## src/rtl/seq_divider.sv

```systemverilog
// Sequential unsigned restoring divider: one quotient bit per clock, start/busy/done handshake.
// Divide-by-zero returns an all-ones quotient, the dividend as remainder, and raises div_by_zero.
module seq_divider #(
    parameter int WIDTH = 4
) (
    input  logic             clk,
    input  logic             rst_n,
    input  logic             start,
    input  logic [WIDTH-1:0] dividend,
    input  logic [WIDTH-1:0] divisor,
    output logic             busy,
    output logic             done,
    output logic [WIDTH-1:0] quotient,
    output logic [WIDTH-1:0] remainder,
    output logic             div_by_zero
);

    localparam int CW = (WIDTH > 2) ? $clog2(WIDTH) : 1;
    localparam logic [CW-1:0] CNT_LAST = CW'(WIDTH - 1);
    localparam logic [CW-1:0] CNT_ONE  = CW'(1);

    typedef enum logic [1:0] {
        S_IDLE = 2'd0,
        S_CALC = 2'd1,
        S_DONE = 2'd2
    } state_e;

    state_e           state_q, state_d;
    logic [CW-1:0]    cnt_q, cnt_d;
    logic [WIDTH-1:0] rem_q, rem_d;
    logic [WIDTH-1:0] quo_q, quo_d;
    logic [WIDTH-1:0] dvsr_q, dvsr_d;
    logic [WIDTH-1:0] q_out_q, q_out_d;
    logic [WIDTH-1:0] r_out_q, r_out_d;
    logic             dbz_q, dbz_d;
    logic             busy_q, busy_d;
    logic             done_q, done_d;

    // The partial remainder is always below the divisor after a restore, so its
    // top bit is zero and only WIDTH bits are stored. The shifted-out MSB is the
    // carry that forces a subtract.
    logic             rem_carry;
    logic [WIDTH-1:0] rem_low;
    logic             fits;
    logic [WIDTH-1:0] rem_nx;
    logic [WIDTH-1:0] quo_nx;
    logic             accept;

    always_comb begin
        rem_carry = rem_q[WIDTH-1];
        rem_low   = {rem_q[WIDTH-2:0], quo_q[WIDTH-1]};
        fits      = rem_carry | (rem_low >= dvsr_q);
        rem_nx    = fits ? (rem_low - dvsr_q) : rem_low;
        quo_nx    = {quo_q[WIDTH-2:0], fits};
    end

    always_comb begin
        state_d = state_q;
        cnt_d   = cnt_q;
        rem_d   = rem_q;
        quo_d   = quo_q;
        dvsr_d  = dvsr_q;
        q_out_d = q_out_q;
        r_out_d = r_out_q;
        dbz_d   = dbz_q;
        accept  = 1'b0;

        case (state_q)
            S_IDLE: begin
                if (start) begin
                    accept = 1'b1;
                end
            end
            S_CALC: begin
                if (dvsr_q == '0) begin
                    // Q still holds the untouched dividend here.
                    q_out_d = '1;
                    r_out_d = quo_q;
                    dbz_d   = 1'b1;
                    state_d = S_DONE;
                end else begin
                    rem_d = rem_nx;
                    quo_d = quo_nx;
                    cnt_d = cnt_q + CNT_ONE;
                    if (cnt_q == CNT_LAST) begin
                        q_out_d = quo_nx;
                        r_out_d = rem_nx;
                        dbz_d   = 1'b0;
                        state_d = S_DONE;
                    end
                end
            end
            S_DONE: begin
                if (start) begin
                    accept = 1'b1;
                end else begin
                    state_d = S_IDLE;
                end
            end
            default: begin
                state_d = S_IDLE;
            end
        endcase

        if (accept) begin
            state_d = S_CALC;
            cnt_d   = '0;
            rem_d   = '0;
            quo_d   = dividend;
            dvsr_d  = divisor;
        end

        busy_d = (state_d == S_CALC);
        done_d = (state_d == S_DONE);
    end

    always_ff @(posedge clk or negedge rst_n) begin
        if (!rst_n) begin
            state_q <= S_IDLE;
            cnt_q   <= '0;
            rem_q   <= '0;
            quo_q   <= '0;
            dvsr_q  <= '0;
            q_out_q <= '0;
            r_out_q <= '0;
            dbz_q   <= 1'b0;
            busy_q  <= 1'b0;
            done_q  <= 1'b0;
        end else begin
            state_q <= state_d;
            cnt_q   <= cnt_d;
            rem_q   <= rem_d;
            quo_q   <= quo_d;
            dvsr_q  <= dvsr_d;
            q_out_q <= q_out_d;
            r_out_q <= r_out_d;
            dbz_q   <= dbz_d;
            busy_q  <= busy_d;
            done_q  <= done_d;
        end
    end

    assign busy        = busy_q;
    assign done        = done_q;
    assign quotient    = q_out_q;
    assign remainder   = r_out_q;
    assign div_by_zero = dbz_q;

endmodule

```

## config.mk

```make
export PLATFORM = sky130hd
export DESIGN_NAME = seq_divider
export DESIGN_NICKNAME = d
export VERILOG_FILES = /design/src/rtl/seq_divider.sv
export SDC_FILE = /design/constraint.sdc
export NUM_CORES = 1
export LEC_CHECK = 0
export CELL_PAD_IN_SITES_DETAIL_PLACEMENT = 1
export CELL_PAD_IN_SITES_GLOBAL_PLACEMENT = 2
export CORE_ASPECT_RATIO = 1.5
export CORE_MARGIN = 2
export CORE_UTILIZATION = 31
export CTS_BUF_LIST = sky130_fd_sc_hd__clkbuf_8
export CTS_CLUSTER_SIZE = 16
export DETAILED_ROUTE_END_ITERATION = 8
export HOLD_SLACK_MARGIN = 0.02
export PLACE_DENSITY = 0.74
export SYNTH_ARGS = -nofsm -noshare
export SYNTH_HDL_FRONTEND = slang
export SYNTH_SLANG_ARGS = --single-unit
```

## constraint.sdc

```tcl
create_clock -name clk -period 1.94 [get_ports clk]
set_input_delay 0.291 -clock clk [delete_from_list [all_inputs] [get_ports clk]]
set_output_delay 0.291 -clock clk [all_outputs]
set_load 0.005 [all_outputs]
```

==> summary.txt <==
Power and ir drop
  – Static leakage: 0.000770 uW
  – PD cells: 1940 nW/um^2
  – Maximum vdd drop: approximately 770 uV

Logic synthesis
  – Syn_area_per_cell: 10.7 sq um
  – FFs w/ async S/R, synth: 100%
  – Yosys reg bits: 27
  – Library cells used by synthesis: 35
  – Mapped Cells: 118
  – Post-synthesis sequential area ratio: 53.4%
  – Synthesized cell area: 1260 sq um
  – YS warnings: 0
  – Syn nets: 135
  – Main synth FF type: dfrtp_1
  – Post-synth EDFFs: 0

Timing
  – Max Clock Skew: approximately 0.0044 ns
  – Final setup fails: 10
  – Relative slew slack: 62.8%
  – Final Hold Fails: 0
  – Fmax: 464 MHz
  – Minimum clock period: 2.16 ns
  – Max-slew violations: 0
  – Final period utilization: 111%
  – Post-route setup slack: -0.216 ns
  – Hold slack: 0.397 ns
  – RSZ-0062 raised after global routing: true
  – Worst slew pin tran: about 0.56 ns

Clock tree
  – Later-pin clock latency in the skew report: 0.27 ns
  – Clk sinks: 27
  – CTS H-tree depth: 1
  – CTS Buf Count: 3
  – Reg clk slew, reported paths: approximately 0.09 ns
  – Max Root-Sink Buffers: 2
  – TritonCTS clock tree: built
  – Clock root buffer: clkbuf_8

Final layout
  – Most common cell after layout, fill and taps aside: dfrtp_1
  – Core Util, Final: 43.8%
  – Finished Cell Area: 1720 sq um
  – Area Growth Syn to Fin: 36.0%
  – N_diodes: 0
  – Final Non-Filler Cells: 199
  – Nets: 172
  – Share of cells above drive strength 1: 21.4%
  – Commonest non-fill, non-tap cells in the layout: dfrtp_1, clkdlybuf4s50_1, nand2_1, buf_4, o21ai_0

Floorplan
  – Die height: approximately 82 microns
  – Die Area: 4620 sq um
  – Row cnt: 28
  – IO Count: 22
  – Initial Util: 32.2%
  – Chip width: 56.2 microns
  – Core ar.: 3920 sq um

Critical path
  – Crit Path Class: reg -> reg
  – Worst R2R Start: quo_q[3]$_DFFE_PN0P_
  – Reg2Reg Depth: 8
  – CP Cell Sequence: inv_2 -> ha_4 -> inv_2 -> fa_2 -> a211o_1 -> a211o_4 -> mux2_4 -> o21ai_2
  – CP endpoint kind: flip-flop
  – Worst EP required: 2.14 ns
  – Worst endpoint data arrival time: 2.36 ns
  – Max Fanout on Critical Path: 6
  – Reg2Reg Setup Slack: -0.22 ns
  – Slowest CP cell: dfrtp_1
  – CP max stage delay: roughly 0.40 ns
  – Crit path launch type: flip-flop
  – Worst r2r dst: remainder[0]$_DFFE_PN0P_
  – Critical path's most frequent cell: inv_2
  – Critical path buffer and inverter count: 2
  – Top delay family on crit path: compound AO/OA/AOI/OAI gates

Route
  – Final ANT Viol Nets: 0
  – Wire per inst: 16.4 microns
  – Via count: 1045
  – Routed wire length: 3.27 mm
  – Pre-Repair DR Iteration Count: 4
  – DRC viols: 0
  – Initial DRC Count: 10
  – Vias per cell: 5.25

Status
  – Status: complete, but fails checks
  – Violated checks: negative setup slack

Global routing
  – First-pass GRT wire length: ~5.5 mm
  – Vias in the first global route: 1137
  – Largest net degree at the start of global routing: 28
  – Total grt overflow: 0
  – Initial antenna violation count: 0
  – GRT Total Usage: 15.7%

Placed design
  – Dpl hpwl: 2.53 mm
  – Cell count after placement: 192
  – GP Congestion: 0.828
  – Placed cell areas: 1620 sq um
  – Port bufs: 21

Min path
  – Hold Path Class: in -> async

Run
  – Max Cap Viol: 0
[sequential cells by signal, summed over array words and instances, names as in the netlist]
name	count
done	1
quo_q	4
rem_q	4
state_q	2
div_by_zero	1
cnt_q	2
quotient	4
remainder	4
dvsr_q	4
busy	1
[worst max-delay path by stage]
stage	startpoint	endpoint	slack (ns)	cells after the start
after global routing	quo_q[3]$_DFFE_PN0P_	remainder[0]$_DFFE_PN0P_	-0.28	8
after detailed placement	quo_q[3]$_DFFE_PN0P_	remainder[0]$_DFFE_PN0P_	-0.20	8
after floorplan	quo_q[3]$_DFFE_PN0P_	remainder[0]$_DFFE_PN0P_	-0.09	8
after CTS	quo_q[3]$_DFFE_PN0P_	remainder[0]$_DFFE_PN0P_	-0.21	8
after global placement	quo_q[3]$_DFFE_PN0P_	remainder[0]$_DFFE_PN0P_	-0.11	8
final	quo_q[3]$_DFFE_PN0P_	remainder[0]$_DFFE_PN0P_	-0.22	8
[per-stage QoR]
step,setup WS [ns],power (uW),TNS [ns]
after floorplan,-0.0863,2130,-0.185
after global placement,-0.114,2760,-0.657
after detailed placement,-0.200,2860,-1.33
after CTS,-0.212,3190,-1.41
after global routing,-0.275,3610,-2.18
final,-0.216,3330,-1.46
[cells in the mapped netlist (2+ instances only)]
| cell type | instances | area (sq um) |
|---|---|---|
| a31oi_1 | 4 | 25.0 |
| nand2_1 | 16 | 60.1 |
| mux2i_1 | 2 | 20.0 |
| o22ai_1 | 2 | 12.5 |
| o21ai_2 | 2 | 17.5 |
| nand2b_1 | 2 | 12.5 |
| nand3_1 | 7 | 35.0 |
| o22a_1 | 3 | 26.3 |
| o21ai_0 | 12 | 60.1 |
| ha_1 | 5 | 62.6 |
| a22oi_1 | 4 | 30.0 |
| dfrtp_1 | 27 | 676 |
| inv_1 | 8 | 30.0 |
| nor2b_1 | 2 | 12.5 |
| clkbuf_1 | 2 | 7.51 |
[repair_timing]
item / 4_1_cts / 5_1_grt
buffers inserted: 1 / 2
pin swaps: 1 / 2
gates cloned: 0 / 0
endpoints found under the setup margin: 10 / 15
hold buffers: 0 / 0
gates resized for setup: 0 / 7
[power breakdown]
group | total (uW) | internal (uW) | leakage [uW] | switching (uW)
registers | 1040 | 832 | 0.000322 | 204
logic | 1980 | 1030 | 0.000422 | 954
clock network | 311 | 142 | 0.0000269 | 170
total | 3330 | 2000 | 0.000770 | 1330
[worst reg2reg max path: cells and delay by family, from the launching register on]
family | cells | cell delay [ns]
compound gates | 3 | 0.77
fa+ha+maj | 2 | 0.47
buf+inv | 2 | 0.12
flops | 1 | 0.40
mux | 1 | 0.33
[area by class of cell]
class	count	area, sq um
Multi-Input combinational cell	79	591
Tap cell	45	56.3
Fill cell	455	2200
Sequential cell	27	676
Inverter	8	30.0
Clock inverter	1	3.75
Timing Repair Buffer	36	323
Clock buffer	3	41.3
[metal layers]
metal | GRT usage [%] | wire (microns)
met1 | 18.7 | 1350
met2 | 28.4 | 1800
met3 | 2.18 | 86
met4 | 6.67 | 28
met5 | 0 | 0
[kinds of logic after synthesis]
logic type	share of synthesized area, %
adders and majority gates	6.53
DFF	53.4
xor gates and xnor gates	0.693
AOI/OAI and AO/OA	19.0
and+or+nand+nor	13.7
muxes	2.77
buffers and inverters	3.96
(Power assumes the default switching activity.)
